## src/rtl/uart_cmd_parser_pkg.sv

```systemverilog
// Shared types and default frame constants for the UART command parser.
package uart_cmd_pkg;

  localparam logic [7:0] DEF_SYNC_BYTE = 8'hA5;
  localparam logic [7:0] DEF_OP_WRITE  = 8'h57;
  localparam logic [7:0] DEF_OP_READ   = 8'h52;

  typedef enum logic [2:0] {
    HUNT,
    OP,
    ADDR,
    DATA,
    CSUM,
    ISSUE
  } state_t;

  typedef struct packed {
    logic [7:0]  addr;
    logic [31:0] wdata;
    logic        wr;
  } req_t;

endpackage

```

## src/rtl/uart_cmd_parser_if.sv

```systemverilog
// Register-bus request channel: the parser is master, the register block is slave.
interface uart_cmd_parser_if;
  logic [7:0]  BusAddr;
  logic [31:0] BusWData;
  logic        BusWr;
  logic        BusValid;
  logic        BusReady;

  modport master (output BusAddr, BusWData, BusWr, BusValid, input BusReady);
  modport slave  (input BusAddr, BusWData, BusWr, BusValid, output BusReady);
endinterface

```

## src/rtl/uart_cmd_parser_timeout.sv

```systemverilog
// Inter-byte idle counter; expire is high for the one cycle the count would reach TIMEOUT_CYCLES.
module uart_cmd_timeout #(
  parameter int unsigned TIMEOUT_CYCLES = 120000
) (
  input  logic clk,
  input  logic rst,
  input  logic clr,
  input  logic en,
  output logic expire
);

  localparam int unsigned CW = $clog2(TIMEOUT_CYCLES + 1);

  logic [CW-1:0] count;

  always_ff @(posedge clk) begin
    if (rst || clr || !en) count <= '0;
    else                   count <= count + 1'b1;
  end

  // A byte in the expiry cycle clears the counter and suppresses the expiry.
  assign expire = en && !clr && (count == CW'(TIMEOUT_CYCLES - 1));

endmodule

```

## src/rtl/uart_cmd_parser.sv

```systemverilog
// Byte-stream frame decoder issuing register-bus requests.
// Optional trailing XOR checksum byte: define UART_CMD_CHECKSUM_EN.
module uart_cmd_parser
  import uart_cmd_pkg::*;
#(
  parameter logic [7:0]  SYNC_BYTE      = DEF_SYNC_BYTE,
  parameter logic [7:0]  OP_WRITE       = DEF_OP_WRITE,
  parameter logic [7:0]  OP_READ        = DEF_OP_READ,
  parameter int unsigned TIMEOUT_CYCLES = 120000
) (
  input  logic               Clk,
  input  logic               Rst,
  input  logic [7:0]         RxD,
  input  logic               RxDValid,
  uart_cmd_parser_if.master  bus,
  output logic               FrameErr,
  output logic               Overrun,
  output logic               Busy
);

`ifdef UART_CMD_CHECKSUM_EN
  localparam state_t PAYLOAD_DONE = CSUM;
  logic [7:0] csum;
`else
  localparam state_t PAYLOAD_DONE = ISSUE;
`endif

  state_t     state;
  req_t       req;
  logic [1:0] idx;
  logic       bus_valid;
  logic       frame_err;
  logic       overrun;
  logic       tmo_en;
  logic       expire;

  assign tmo_en = (state == OP) || (state == ADDR) || (state == DATA) || (state == CSUM);

  uart_cmd_timeout #(.TIMEOUT_CYCLES(TIMEOUT_CYCLES)) u_timeout (
    .clk    (Clk),
    .rst    (Rst),
    .clr    (RxDValid),
    .en     (tmo_en),
    .expire (expire)
  );

  always_ff @(posedge Clk) begin
    if (Rst) begin
      state     <= HUNT;
      req       <= '0;
      idx       <= '0;
      bus_valid <= 1'b0;
      frame_err <= 1'b0;
      overrun   <= 1'b0;
`ifdef UART_CMD_CHECKSUM_EN
      csum      <= '0;
`endif
    end else begin
      frame_err <= 1'b0;
      overrun   <= 1'b0;
      if (expire) begin
        frame_err <= 1'b1;
        state     <= HUNT;
      end else begin
        case (state)
          HUNT: begin
`ifdef UART_CMD_CHECKSUM_EN
            csum <= '0;
`endif
            if (RxDValid && RxD == SYNC_BYTE) state <= OP;
          end
          OP: if (RxDValid) begin
            if (RxD == OP_WRITE || RxD == OP_READ) begin
              req.wr <= (RxD == OP_WRITE);
`ifdef UART_CMD_CHECKSUM_EN
              csum   <= csum ^ RxD;
`endif
              state  <= ADDR;
            end else begin
              frame_err <= 1'b1;
              state     <= HUNT;
            end
          end
          ADDR: if (RxDValid) begin
            req.addr <= RxD;
            idx      <= '0;
`ifdef UART_CMD_CHECKSUM_EN
            csum     <= csum ^ RxD;
`endif
            if (req.wr) begin
              state <= DATA;
            end else begin
              state     <= PAYLOAD_DONE;
              bus_valid <= (PAYLOAD_DONE == ISSUE);
            end
          end
          DATA: if (RxDValid) begin
            req.wdata[8*idx +: 8] <= RxD;
            idx                   <= idx + 1'b1;
`ifdef UART_CMD_CHECKSUM_EN
            csum                  <= csum ^ RxD;
`endif
            if (idx == 2'd3) begin
              state     <= PAYLOAD_DONE;
              bus_valid <= (PAYLOAD_DONE == ISSUE);
            end
          end
`ifdef UART_CMD_CHECKSUM_EN
          CSUM: if (RxDValid) begin
            if (RxD == csum) begin
              state     <= ISSUE;
              bus_valid <= 1'b1;
            end else begin
              frame_err <= 1'b1;
              state     <= HUNT;
            end
          end
`endif
          ISSUE: begin
            // Bytes here are dropped, even in the accept cycle.
            if (RxDValid) overrun <= 1'b1;
            if (bus.BusReady) begin
              bus_valid <= 1'b0;
              state     <= HUNT;
            end
          end
          default: state <= HUNT;
        endcase
      end
    end
  end

  assign bus.BusAddr  = req.addr;
  assign bus.BusWData = req.wdata;
  assign bus.BusWr    = req.wr;
  assign bus.BusValid = bus_valid;
  assign FrameErr     = frame_err;
  assign Overrun      = overrun;
  assign Busy         = (state != HUNT);

endmodule

```

## src/flat_wrapper.sv

```systemverilog
// flat-port wrapper written by rule: the top's interface ports become plain ports
module uart_cmd_parser_flat import uart_cmd_pkg::*;
#(
  parameter logic [7:0]  SYNC_BYTE      = DEF_SYNC_BYTE,
  parameter logic [7:0]  OP_WRITE       = DEF_OP_WRITE,
  parameter logic [7:0]  OP_READ        = DEF_OP_READ,
  parameter int unsigned TIMEOUT_CYCLES = 120000
)
  (Clk, Rst, RxD, RxDValid, FrameErr, Overrun, Busy, bus_BusAddr, bus_BusWData, bus_BusWr, bus_BusValid, bus_BusReady);
  uart_cmd_parser_if bus_i ();
  input  logic Clk;
  input  logic Rst;
  input  logic [7:0] RxD;
  input  logic RxDValid;
  output logic FrameErr;
  output logic Overrun;
  output logic Busy;
  output wire logic [$bits(bus_i.BusAddr)-1:0] bus_BusAddr;
  output wire logic [$bits(bus_i.BusWData)-1:0] bus_BusWData;
  output wire logic [$bits(bus_i.BusWr)-1:0] bus_BusWr;
  output wire logic [$bits(bus_i.BusValid)-1:0] bus_BusValid;
  input wire logic [$bits(bus_i.BusReady)-1:0] bus_BusReady;
  assign bus_BusAddr = bus_i.BusAddr;
  assign bus_BusWData = bus_i.BusWData;
  assign bus_BusWr = bus_i.BusWr;
  assign bus_BusValid = bus_i.BusValid;
  assign bus_i.BusReady = bus_BusReady;
  uart_cmd_parser #(.SYNC_BYTE(SYNC_BYTE), .OP_WRITE(OP_WRITE), .OP_READ(OP_READ), .TIMEOUT_CYCLES(TIMEOUT_CYCLES)) u_core (.Clk(Clk), .Rst(Rst), .RxD(RxD), .RxDValid(RxDValid), .bus(bus_i), .FrameErr(FrameErr), .Overrun(Overrun), .Busy(Busy));
endmodule
```

## config.mk

```make
export PLATFORM = sky130hd
export DESIGN_NAME = uart_cmd_parser_flat
export DESIGN_NICKNAME = d
export VERILOG_FILES = /design/src/rtl/uart_cmd_parser_pkg.sv /design/src/rtl/uart_cmd_parser_if.sv /design/src/rtl/uart_cmd_parser_timeout.sv /design/src/rtl/uart_cmd_parser.sv /design/src/flat_wrapper.sv
export SDC_FILE = /design/constraint.sdc
export NUM_CORES = 1
export LEC_CHECK = 0
export BUFFER_PORTS_ARGS = -buffer_cell sky130_fd_sc_hd__buf_2
export CAP_MARGIN = 0
export CORE_UTILIZATION = 54
export CTS_BUF_LIST = sky130_fd_sc_hd__clkbuf_16
export DETAILED_ROUTE_END_ITERATION = 16
export PLACE_DENSITY = 0.78
export SYNTH_ARGS = -nofsm -noshare
export SYNTH_HDL_FRONTEND = slang
export SYNTH_SLANG_ARGS = --single-unit
```

## constraint.sdc

```tcl
create_clock -name Clk -period 2.3 [get_ports Clk]
set_input_delay 0.345 -clock Clk [delete_from_list [all_inputs] [get_ports Clk]]
set_output_delay 0.345 -clock Clk [all_outputs]
set_load 0.02 [all_outputs]
```

==> impl_metrics.py, run 1 <==
metrics = {
    "floorplan": {
        "die_y_um": 75.6,
        "count_of_standard_cell_rows": 26,
        "design.die.area_mm2": 0.00571,
        "fp.dieW_um": 75.6,
        "floorplan.initialDensity": 0.565,
        "design.core.area_mm2": 0.00517,
        "design.portCount": 57,
    },
    "setup_path": {
        "critical_path_class": "reg2reg",
        "worst-path-max-fanout": 16,
        "slowest_delay_ns": 0.46,
        "worst_ep_required_time_ns": 2.49,
        "crit_chain": "or3_1, and3b_1, nand2b_1, nor2_1",
        "timing.critical_path.max_delay_family": "simple AND/OR/NAND/NOR gates",
        "worst-r2r-setup-slack_ns": 0.52,
        "cp-end-kind": "flop",
        "cp_slowest_cell": "sky130_fd_sc_hd__or3_1",
        "worstPathArrival_ns": 1.96,
        "worst-path-buf-inv": 0,
        "crit_path_start_kind": "flop",
    },
    "sta": {
        "totalNegativeSetupSlack_ns": 0,
        "max_freq_ghz": 0.562,
        "whs_ns": 0.324,
        "setup_viol": 0,
        "worstMarginPinSlew_ns": 0.591,
        "hold_viol_final": 0,
        "finalCriticalPeriod_ns": 1.78,
        "fin_skew_ns": 0.00663,
        "rel_slew_slack": 0.606,
        "setup_repair_after_global_routing_missed_its_margin": "false",
        "fraction_of_the_cycle_the_final_worst_path_needs": 0.773,
        "final_max_slew_viol_count": 0,
    },
    "global_route": {
        "grt.overflow.total": 0,
        "grt_start_max_net_pins": 49,
        "grt_first_pass_wirelength_mm": 10.9,
        "via_count_of_the_first_global_routing_pass": 2352,
        "total_track_usage": 0.259,
        "antenna_found_initial": 0,
    },
    "synthesis": {
        "synthDominantCellAreaShare": 0.452,
        "mapped_cell_area_mm2": 0.00292,
        "netlist-cell-type-count": 50,
        "synth_top_cell_by_area": "sky130_fd_sc_hd__dfxtp_1",
        "synth_seq_cells": 66,
        "syn_area_per_cell_um2": 8.70,
        "yosysSeqAreaShare": 0.452,
        "postSynthCellCount": 336,
        "largest_cells_by_area_after_synthesis": "sky130_fd_sc_hd__dfxtp_1, sky130_fd_sc_hd__a21oi_1, sky130_fd_sc_hd__nand4_1",
        "synth_warn": 0,
        "synth_nets": 355,
    },
    "clock_tree": {
        "post_cts_buffers": 0,
        "insertion_delay_ns": 0.33,
        "cts-buffers-inserted": 9,
        "clk_transition_reported_paths_ns": 0.05,
        "ctsHoldBuffers": 0,
        "root_buffer": "sky130_fd_sc_hd__clkbuf_16",
        "clock_tree_from_tritoncts": "done",
        "clock_path_buffers": 2,
        "ctsHtreeMaxLevel": 3,
        "cts_resized": 0,
        "cts.sinks": 66,
    },
    "detailed_routing": {
        "detail_route.iter0.violations": 242,
        "route.antenna.remaining_nets": 0,
        "detail_route.first_pass.iterations": 5,
        "post_drt_wl_per_cell_um": 15.1,
        "avgViaCountPerCell": 5.79,
        "drt_wl_total_mm": 6.98,
        "routed-via-count": 2680,
        "drc_violations": 0,
    },
    "outcome": {
        "outcome": "finished clean",
    },
    "layout": {
        "layout-area-overhead-vs-synth_pct": 18.8,
        "most_common_cell_after_layout_fill_and_taps_aside": "sky130_fd_sc_hd__dfxtp_1",
        "final_cell_mix": "sky130_fd_sc_hd__dfxtp_1, sky130_fd_sc_hd__buf_2, sky130_fd_sc_hd__nand2_1",
        "antennaDiodeCount": 0,
        "nNetsFinal": 408,
        "fraction_of_layout_cells_with_a_size_suffix_above_1": 0.226,
    },
    "pwr": {
        "ir_drop_worst_case_vdd_v": 0.000603,
        "power_density_mw_per_mm2": 684,
        "leakage_nw": 1.34,
    },
    "run": {
        "number_of_max_cap_violations": 0,
    },
    "placed_design": {
        "detailedPlacementHpwl_mm": 4.57,
        "gp_congestion": 0.859,
        "port_buffers": 56,
    },
    "hold_path": {
        "timing.hold.worst.class": "in2reg",
    },
}
[worst min-delay path, cell delays in order]
cell	delay (ns)
sky130_fd_sc_hd__buf_2	0.09
sky130_fd_sc_hd__or2_2	0.11
sky130_fd_sc_hd__a21oi_1	0.05
[state kept, by name, summed over array words and instances, names as in the netlist]
name and flops:
u_core.u_timeout.count 17, u_core.state 3, u_core.bus.BusValid 1, u_core.bus.BusWData 32, u_core.idx 2, u_core.FrameErr 1
u_core.bus.BusWr 1, u_core.Overrun 1, u_core.bus.BusAddr 8
[metrics by stage]
stage | worst slack, ns | total power, mW | utilization | instances | cell area, um^2
after floorplan | 0.547 | 1.20 | - | 336 | 2920
after global placement | 0.541 | 1.23 | 0.623 | 448 | 3220
after detailed placement | 0.520 | 1.23 | 0.623 | 448 | 3220
after CTS | 0.508 | 2.39 | 0.672 | 463 | 3470
after global routing | 0.333 | 2.44 | 0.672 | 463 | 3470
final | 0.522 | 2.38 | 0.672 | 463 | 3470
[synthesized netlist by cell type (all sizes together)]
library cell and count:
dfxtp 66, nand2 52, a21oi 50, nand4 36, nor2 18, o21ai 14, clkbuf 11, buf 9
nand3 8, ha 7, xor2 7, xnor2 6, nor3 4, nor3b 4, and4 3, and4b 3
inv 3, or3 3, or4 3, a41o 2, and2b 2, and3b 2, and4bb 2, nand3b 2
nor2b 2, nor4b 2, a22oi 1, a31o 1, a41oi 1, and2 1, and3 1, clkdlybuf4s15 1
mux2i 1, nand2b 1, nand4b 1, nand4bb 1, nor4 1, o221ai 1, o41ai 1, or2 1
or3b 1
[power breakdown]
group / switching [mW] / internal, mW / leakage [nW]
clock: 0.468 / 0.705 / 0.137
sequential: 0.000288 / 1.14 / 0.531
combinational: 0.0422 / 0.0161 / 0.669
[cell families (layout without fill, tap and decap cells)]
| group | after synthesis | in the layout | synth area share |
|---|---|---|---|
| compound gates | 71 | 71 | 0.133 |
| xor+xnor | 13 | 13 | 0.0389 |
| simple gates | 154 | 154 | 0.297 |
| flops | 66 | 66 | 0.452 |
| mux | 1 | 1 | 0.00342 |
| fa+ha+maj | 7 | 7 | 0.0300 |
| buf+inv | 24 | 81 | 0.0462 |
[area by class of cell]
class | instances | area [um^2]
Sequential cell | 66 | 1320
Multi-Input combinational cell | 246 | 1470
Timing Repair Buffer | 63 | 333
Tap cell | 70 | 87.6
Clock inverter | 6 | 27.5
Inverter | 3 | 11.3
Fill cell | 427 | 1700
Clock buffer | 9 | 225
[per-layer routing]
layer  vias to the layer above  track usage  share of wire
li1                       1321            -              -
met5                         -            0              0
met2                        98        0.393           0.45
met1                      1247        0.344           0.47
met3                        14       0.0741          0.064
met4                         0        0.117          0.019
[final timing paths]
kind / end / cells past startpoint / from
hold / removal: u_core.state[2] / 3 / bus_BusReady
setup reg to reg: u_core.u_timeout.count[6] / 4 / u_core.state[2]
hold reg to reg: u_core.bus.BusWData[15] / 2 / u_core.bus.BusWData[15]
setup / recovery: u_core.u_timeout.count[6] / 4 / u_core.state[2]
No activity file was read; power rests on OpenSTA's default activity.
==> inputs of run 2 (changes only) <==
--- a/config.mk
+++ b/config.mk
@@ -5,12 +5,13 @@
 export SDC_FILE = /design/constraint.sdc
 export NUM_CORES = 1
 export LEC_CHECK = 0
+export ABC_AREA = 1
 export BUFFER_PORTS_ARGS = -buffer_cell sky130_fd_sc_hd__buf_2
 export CAP_MARGIN = 0
-export CORE_UTILIZATION = 54
+export CORE_UTILIZATION = 49
 export CTS_BUF_LIST = sky130_fd_sc_hd__clkbuf_16
 export DETAILED_ROUTE_END_ITERATION = 16
-export PLACE_DENSITY = 0.78
+export PLACE_DENSITY = 0.75
 export SYNTH_ARGS = -nofsm -noshare
 export SYNTH_HDL_FRONTEND = slang
 export SYNTH_SLANG_ARGS = --single-unit
==> constraint.sdc (replaced) <==
create_clock -name Clk -period 1.5 [get_ports Clk]
set_input_delay 0.225 -clock Clk [delete_from_list [all_inputs] [get_ports Clk]]
set_output_delay 0.225 -clock Clk [all_outputs]
set_load 0.02 [all_outputs]
==> run 2 against run 1 <==
Register-to-register slack worse by 0.45 ns. Die area is 13% higher. Maximum frequency is 25% higher. Utilization is 3.6 points lower. Count of clock-buffer cells in the layout stayed put. Via count is 7.3% higher. Worst setup slack worse by 0.45 ns. Design area is 8.4% higher. Flip-flop and latch count stayed put. First-iteration DRC count is 13% lower. Worst hold slack worse by 0.14 ns. Global-route usage is 2.6 points lower. Largest cell class unchanged.
==> impl_metrics.py, run 2 <==
metrics = {
    "outcome": {
        "outcome": "finished clean",
    },
    "sta": {
        "final_max_slew_viol_count": 0,
        "max_freq_ghz": 0.702,
        "fraction_of_the_cycle_the_final_worst_path_needs": 0.949,
        "hold_viol_final": 0,
        "setup_viol": 0,
        "finalCriticalPeriod_ns": 1.42,
        "totalNegativeSetupSlack_ns": 0,
        "fin_skew_ns": 0.00259,
        "worstMarginPinSlew_ns": 0.316,
        "rel_slew_slack": 0.790,
    },
    "detailed_routing": {
        "post_drt_wl_per_cell_um": 13.2,
        "drc_violations": 0,
        "routed-via-count": 2876,
        "detail_route.first_pass.iterations": 4,
        "drt_wl_total_mm": 7.33,
        "route.antenna.remaining_nets": 0,
        "avgViaCountPerCell": 5.20,
        "detail_route.iter0.violations": 211,
    },
    "global_route": {
        "via_count_of_the_first_global_routing_pass": 2503,
        "grt.overflow.total": 0,
        "total_track_usage": 0.233,
        "antenna_found_initial": 0,
        "grt_start_max_net_pins": 23,
        "grt_first_pass_wirelength_mm": 11.5,
    },
    "synthesis": {
        "postSynthCellCount": 402,
        "synth_seq_cells": 66,
        "synth_most_common_cell": "sky130_fd_sc_hd__nand2_1",
        "asyncSetResetFlopFracSynth": 0,
        "yosysSeqAreaShare": 0.441,
        "synthDominantCellAreaShare": 0.441,
        "largest_cells_by_area_after_synthesis": "sky130_fd_sc_hd__dfxtp_1, sky130_fd_sc_hd__nand2_1, sky130_fd_sc_hd__nor2_1",
        "netlist-cell-type-count": 27,
        "synth.top_cells.by_count": "sky130_fd_sc_hd__nand2_1, sky130_fd_sc_hd__dfxtp_1, sky130_fd_sc_hd__nor2_1",
        "synth_nets": 421,
        "synth_top_cell_by_area": "sky130_fd_sc_hd__dfxtp_1",
        "most_used_flip_flop_cell_after_synthesis": "sky130_fd_sc_hd__dfxtp_1",
        "mapped_cell_area_mm2": 0.00300,
        "count_of_flip_flops_with_a_built_in_enable_after_synthesis": 0,
        "syn_area_per_cell_um2": 7.45,
        "synth_warn": 0,
    },
    "clock_tree": {
        "root_buffer": "sky130_fd_sc_hd__clkbuf_16",
        "cts-buffers-inserted": 9,
        "ctsHtreeMaxLevel": 3,
        "clk_transition_reported_paths_ns": 0.05,
        "insertion_delay_ns": 0.32,
        "clock_tree_from_tritoncts": "done",
        "cts.sinks": 66,
        "ctsHoldBuffers": 0,
        "clock_path_buffers": 2,
    },
    "layout": {
        "register_area_mm2": 0.00133,
        "fillers": 514,
        "nNetsFinal": 493,
        "finalNonFillerCells": 553,
        "layout-area-overhead-vs-synth_pct": 25.6,
        "area_occupied_by_multi_input_gates_mm2": 0.00149,
        "final_cell_mix": "sky130_fd_sc_hd__nand2_1, sky130_fd_sc_hd__dfxtp_1, sky130_fd_sc_hd__buf_2",
        "most_common_cell_after_layout_fill_and_taps_aside": "sky130_fd_sc_hd__nand2_1",
        "antennaDiodeCount": 0,
        "largest_register_ffs": 32,
        "fraction_of_layout_cells_with_a_size_suffix_above_1": 0.251,
    },
    "setup_path": {
        "slowest_delay_ns": 0.34,
        "crit_path_start": "u_core.u_timeout.count[0]",
        "critical_path_class": "reg2reg",
        "worst_ep_required_time_ns": 1.76,
        "worst-path-max-fanout": 4,
        "cp_slowest_cell": "sky130_fd_sc_hd__dfxtp_2",
        "timing.rr.start": "u_core.u_timeout.count[0]",
        "crit_path_frequent_cell": "sky130_fd_sc_hd__nand2_2",
        "cp-end-kind": "flop",
        "crit_chain": "ha_2, nand2_2, nor2_4, inv_1, nor2_2, nand2_2, or2_2, a21oi_2",
        "crit_path_start_kind": "flop",
        "worstPathArrival_ns": 1.68,
    },
    "floorplan": {
        "floorplan.initialDensity": 0.506,
        "design.die.area_mm2": 0.00643,
        "fp.dieW_um": 80.2,
        "design.portCount": 57,
        "design.core.area_mm2": 0.00592,
        "count_of_standard_cell_rows": 28,
        "die_y_um": 80.2,
    },
    "hold_path": {
        "hold_path.startpoint": "bus_BusReady",
        "timing.hold.worst.class": "in2reg",
    },
    "pwr": {
        "ir_drop_worst_case_vdd_v": 0.000580,
        "power_density_mw_per_mm2": 1010,
        "leakage_nw": 1.78,
    },
    "run": {
        "number_of_max_cap_violations": 0,
    },
    "placed_design": {
        "detailedPlacementHpwl_mm": 5.15,
        "port_buffers": 56,
        "placed_cells_incl_taps": 535,
        "gp_congestion": 0.840,
    },
}
run 2: area by class of cell:
class                   count  share of cell area
inverters                  43              0.0449
well taps                  75              0.0249
clock inverters             6              0.0136
clock buffers               9              0.0598
flip-flops and latches     66               0.353
multi-input cells         282               0.397
repair buffers             72               0.106
run 2: stage by stage:
step | setup WS [ns] | cell area [um^2] | power [mW] | util | hold WS, ns
after global routing | -0.00622 | 3760 | 3.94 | 0.636 | 0.214
after floorplan | 0.00108 | 3020 | 1.84 | - | 0.294
final | 0.0762 | 3760 | 3.81 | 0.636 | 0.180
after detailed placement | 0.00759 | 3420 | 1.88 | 0.578 | 0.442
after global placement | 0.0554 | 3420 | 1.89 | 0.578 | 0.432
after CTS | 0.00436 | 3710 | 3.84 | 0.626 | 0.188
run 2: final timing paths:
check | to | slack, ns | cells past startpoint
worst max-delay path | u_core.u_timeout.count[10] | 0.08 | 8
worst min-delay path | u_core.state[2] | 0.18 | 4
worst max register to register | u_core.u_timeout.count[10] | 0.08 | 8
worst min register to register | u_core.bus.BusWData[4] | 0.46 | 2
run 2: report_power, final:
group	switching (mW)	total, mW	leakage [nW]	internal (mW)
Combinational	0.0681	0.0958	1.10	0.0277
Clock	0.712	1.96	0.145	1.25
Sequential	0.000343	1.75	0.534	1.75
run 2: logic make-up (layout without fill, tap and decap cells):
logic type,after synthesis,after routing,synth area share
AOI/OAI and AO/OA,89,89,0.181
xor gates and xnor gates,3,3,0.00877
adders and majority gates,7,7,0.0292
buffers and inverters,54,130,0.0760
DFF,66,66,0.441
and+or+nand+nor,183,183,0.264
run 2: layer usage:
metal / share of wire / wire length [um] / track usage
met3: 0.044 / 323 / 0.0432
met5: 0 / 0 / 0
met2: 0.48 / 3550 / 0.379
met1: 0.46 / 3340 / 0.300
met4: 0.015 / 110 / 0.102
run 2: worst max-delay path, delay by kind of cell, from the launching register on:
kind / cells / cell delay, ns
compound gates: 1 / 0.11
fa+ha+maj: 1 / 0.18
buf+inv: 1 / 0.06
flops: 1 / 0.34
simple gates: 5 / 0.66
run 2: timing repair:
item | in CTS | in global routing
resized for setup | 1 | 31
pin swaps | 1 | 4
endpoints found under the setup margin | 1 | 46
setup buffers | 1 | 2
==> inputs of run 3 (changes only) <==
--- a/config.mk
+++ b/config.mk
@@ -5,7 +5,6 @@
 export SDC_FILE = /design/constraint.sdc
 export NUM_CORES = 1
 export LEC_CHECK = 0
-export ABC_AREA = 1
 export BUFFER_PORTS_ARGS = -buffer_cell sky130_fd_sc_hd__buf_2
 export CAP_MARGIN = 0
 export CORE_UTILIZATION = 49
==> run 3 against run 2 <==
The flow now finishes with violations (negative setup slack). First-iteration DRC count fell by 46%. Power grew 11%. Utilization increased by 9.6 points. Non-clock buffer count increased by 30. Clock skew is 0.0031 ns higher. Critical path depth down 3. Combinational power grew 29%. Die area is 2.3% lower. Sequential power about the same. Critical endpoint is now u_core.state[1].
==> impl_metrics.py, run 3 (synthesis gave the netlist of run 1 again) <==
metrics = {
    "sta": {
        "finalCriticalPeriod_ns": 1.53,
        "worstMarginPinSlew_ns": 0.368,
        "layout_setup_ws_ns": -0.0302,
        "fin_skew_ns": 0.00573,
        "setup_viol": 1,
        "fraction_of_the_cycle_the_final_worst_path_needs": 1.02,
        "final_max_slew_viol_count": 0,
        "setup_repair_after_global_routing_missed_its_margin": "true",
        "max_freq_ghz": 0.654,
        "rel_slew_slack": 0.751,
        "whs_ns": 0.148,
        "hold_viol_final": 0,
    },
    "placed_design": {
        "placed_area_mm2": 0.00354,
        "gp_congestion": 0.859,
        "detailedPlacementHpwl_mm": 5.22,
        "port_buffers": 56,
        "placed_cells_incl_taps": 480,
    },
    "setup_path": {
        "cp-end-kind": "flop",
        "critical_path_class": "reg2reg",
        "worst-r2r-setup-slack_ns": -0.03,
        "slowest_delay_ns": 0.49,
        "crit_path_start_kind": "flop",
        "timing.critical_path.max_delay_family": "simple AND/OR/NAND/NOR gates",
        "timing.rr.start": "u_core.idx[0]",
        "worst_r2r_path_depth": 5,
        "worst_ep_required_time_ns": 1.75,
        "worstPathArrival_ns": 1.78,
        "worst-path-buf-inv": 0,
        "crit_chain": "ha_4, nand4bb_4, o221ai_4, or4_4, a21oi_2",
        "rr_endpoint": "u_core.state[1]",
        "cp_slowest_cell": "sky130_fd_sc_hd__or4_4",
        "worst-path-max-fanout": 3,
    },
    "clock_tree": {
        "root_buffer": "sky130_fd_sc_hd__clkbuf_16",
        "clk_transition_reported_paths_ns": 0.05,
        "cts-buffers-inserted": 9,
        "ctsHoldBuffers": 0,
        "insertion_delay_ns": 0.33,
        "ctsHtreeMaxLevel": 3,
        "clock_path_buffers": 2,
        "clock_tree_from_tritoncts": "done",
        "cts.sinks": 66,
    },
    "outcome": {
        "outcome": "finished, violations left",
        "failed_checks": "negative setup slack",
    },
    "floorplan": {
        "die_y_um": 79.3,
        "count_of_standard_cell_rows": 27,
        "design.portCount": 57,
        "floorplan.initialDensity": 0.518,
        "design.die.area_mm2": 0.00628,
        "fp.dieW_um": 79.3,
        "design.core.area_mm2": 0.00564,
    },
    "global_route": {
        "grt.overflow.total": 0,
        "total_track_usage": 0.256,
        "grt_start_max_net_pins": 38,
        "grt_first_pass_wirelength_mm": 12.2,
        "via_count_of_the_first_global_routing_pass": 2548,
        "antenna_found_initial": 0,
    },
    "pwr": {
        "total_power_mw": 4.22,
        "ir_drop_worst_case_vdd_v": 0.000653,
        "leakage_nw": 1.63,
        "power_density_mw_per_mm2": 1020,
    },
    "detailed_routing": {
        "drt_wl_total_mm": 8.07,
        "drc_violations": 0,
        "routed-via-count": 2874,
        "detail_route.first_pass.iterations": 4,
        "detail_route.iter0.violations": 113,
        "route.antenna.remaining_nets": 0,
        "avgViaCountPerCell": 5.69,
        "post_drt_wl_per_cell_um": 16.0,
    },
    "layout": {
        "antennaDiodeCount": 0,
        "layout-area-overhead-vs-synth_pct": 41.2,
        "finalNonFillerCells": 505,
        "largest_register_ffs": 32,
        "fillers": 413,
        "nNetsFinal": 447,
        "final_cell_mix": "sky130_fd_sc_hd__dfxtp_1, sky130_fd_sc_hd__buf_2, sky130_fd_sc_hd__nand2_1",
        "stdcell_area_mm2": 0.00413,
        "fraction_of_layout_cells_with_a_size_suffix_above_1": 0.372,
        "most_common_cell_after_layout_fill_and_taps_aside": "sky130_fd_sc_hd__dfxtp_1",
    },
    "hold_path": {
        "instance_count_along_the_most_critical_hold_path": 2,
        "hold_path.startpoint": "Rst",
        "worst_hold_path.endpoint": "u_core.FrameErr",
        "timing.hold.worst.class": "in2reg",
    },
    "run": {
        "number_of_max_cap_violations": 0,
    },
}
==> run 3: cell types whose count changed in the layout (fill, tap and decap cells not counted), moves of 4 or more <==
cell and change:
sky130_fd_sc_hd__a21oi_1 +10, sky130_fd_sc_hd__buf_4 +23, sky130_fd_sc_hd__inv_1 -34, sky130_fd_sc_hd__inv_2 -7, sky130_fd_sc_hd__nand2_1 -29, sky130_fd_sc_hd__nand3_1 -19, sky130_fd_sc_hd__nand4_1 +29, sky130_fd_sc_hd__nor2_1 -32
sky130_fd_sc_hd__nor3_1 -4, sky130_fd_sc_hd__o211a_1 -16, sky130_fd_sc_hd__o21ai_0 -5, sky130_fd_sc_hd__o21ai_1 -13, sky130_fd_sc_hd__xor2_1 +7
==> run 3: area by class of cell <==
cell class,count,area [um^2],share of cell area
clock buffer,9,225,0.0545
clock inverter,7,108,0.0261
inverter,3,16.3,0.00394
multi-input combinational,246,1630,0.395
sequential,66,1340,0.324
tap,72,90.1,0.0218
timing repair buffer,102,721,0.174
==> run 3: worst register-to-register path, stage by stage (launching register included) <==
cell                        delay (ns)
sky130_fd_sc_hd__dfxtp_4          0.38
sky130_fd_sc_hd__ha_4             0.15
sky130_fd_sc_hd__nand4bb_4        0.16
sky130_fd_sc_hd__o221ai_4         0.12
sky130_fd_sc_hd__or4_4            0.49
sky130_fd_sc_hd__a21oi_2          0.15
==> run 3: metrics by stage <==
stage          utilization  setup WS (ns)  TNS [ns]
3_5_place_dp         0.627        -0.0496    -0.963
2_1_floorplan            -         0.0178         0
6_report             0.732        -0.0302   -0.0302
5_1_grt              0.732        -0.0782    -0.692
4_1_cts              0.695        -0.0539   -0.0539
3_3_place_gp         0.627        0.00167         0
==> run 3: power by group <==
part | switching, mW | internal, mW | total [mW]
clock | 0.740 | 1.60 | 2.34
combinational | 0.0757 | 0.0484 | 0.124
sequential | 0.000305 | 1.75 | 1.75
==> run 3: what timing repair did <==
action / 4_1_cts / 5_1_grt
buffers inserted: 3 / 3
setup endpoints to repair: 36 / 40
pin swaps: 1 / 25
gates resized for setup: 11 / 29
cloned: 0 / 3
==> run 3: per-layer routing <==
layer / wire length, um / part of all wire / track usage
met3: 491 / 0.061 / 0.0609
met4: 140 / 0.017 / 0.145
met2: 3910 / 0.48 / 0.395
met1: 3530 / 0.44 / 0.325
met5: 0 / 0 / 0
==> run 3: how the worst max path moves through the flow <==
stage	end	depth (start not counted)	slack, ns	start
floorplan	u_core.u_timeout.count[16]	6	0.02	u_core.u_timeout.count[0]
global placement	u_core.bus.BusWData[26]	6	0.002	u_core.state[0]
detailed placement	u_core.state[1]	5	-0.05	u_core.idx[1]
CTS	u_core.state[1]	5	-0.05	u_core.idx[0]
global route	u_core.bus.BusWData[18]	5	-0.08	u_core.idx[0]
finish	u_core.state[1]	5	-0.03	u_core.idx[0]
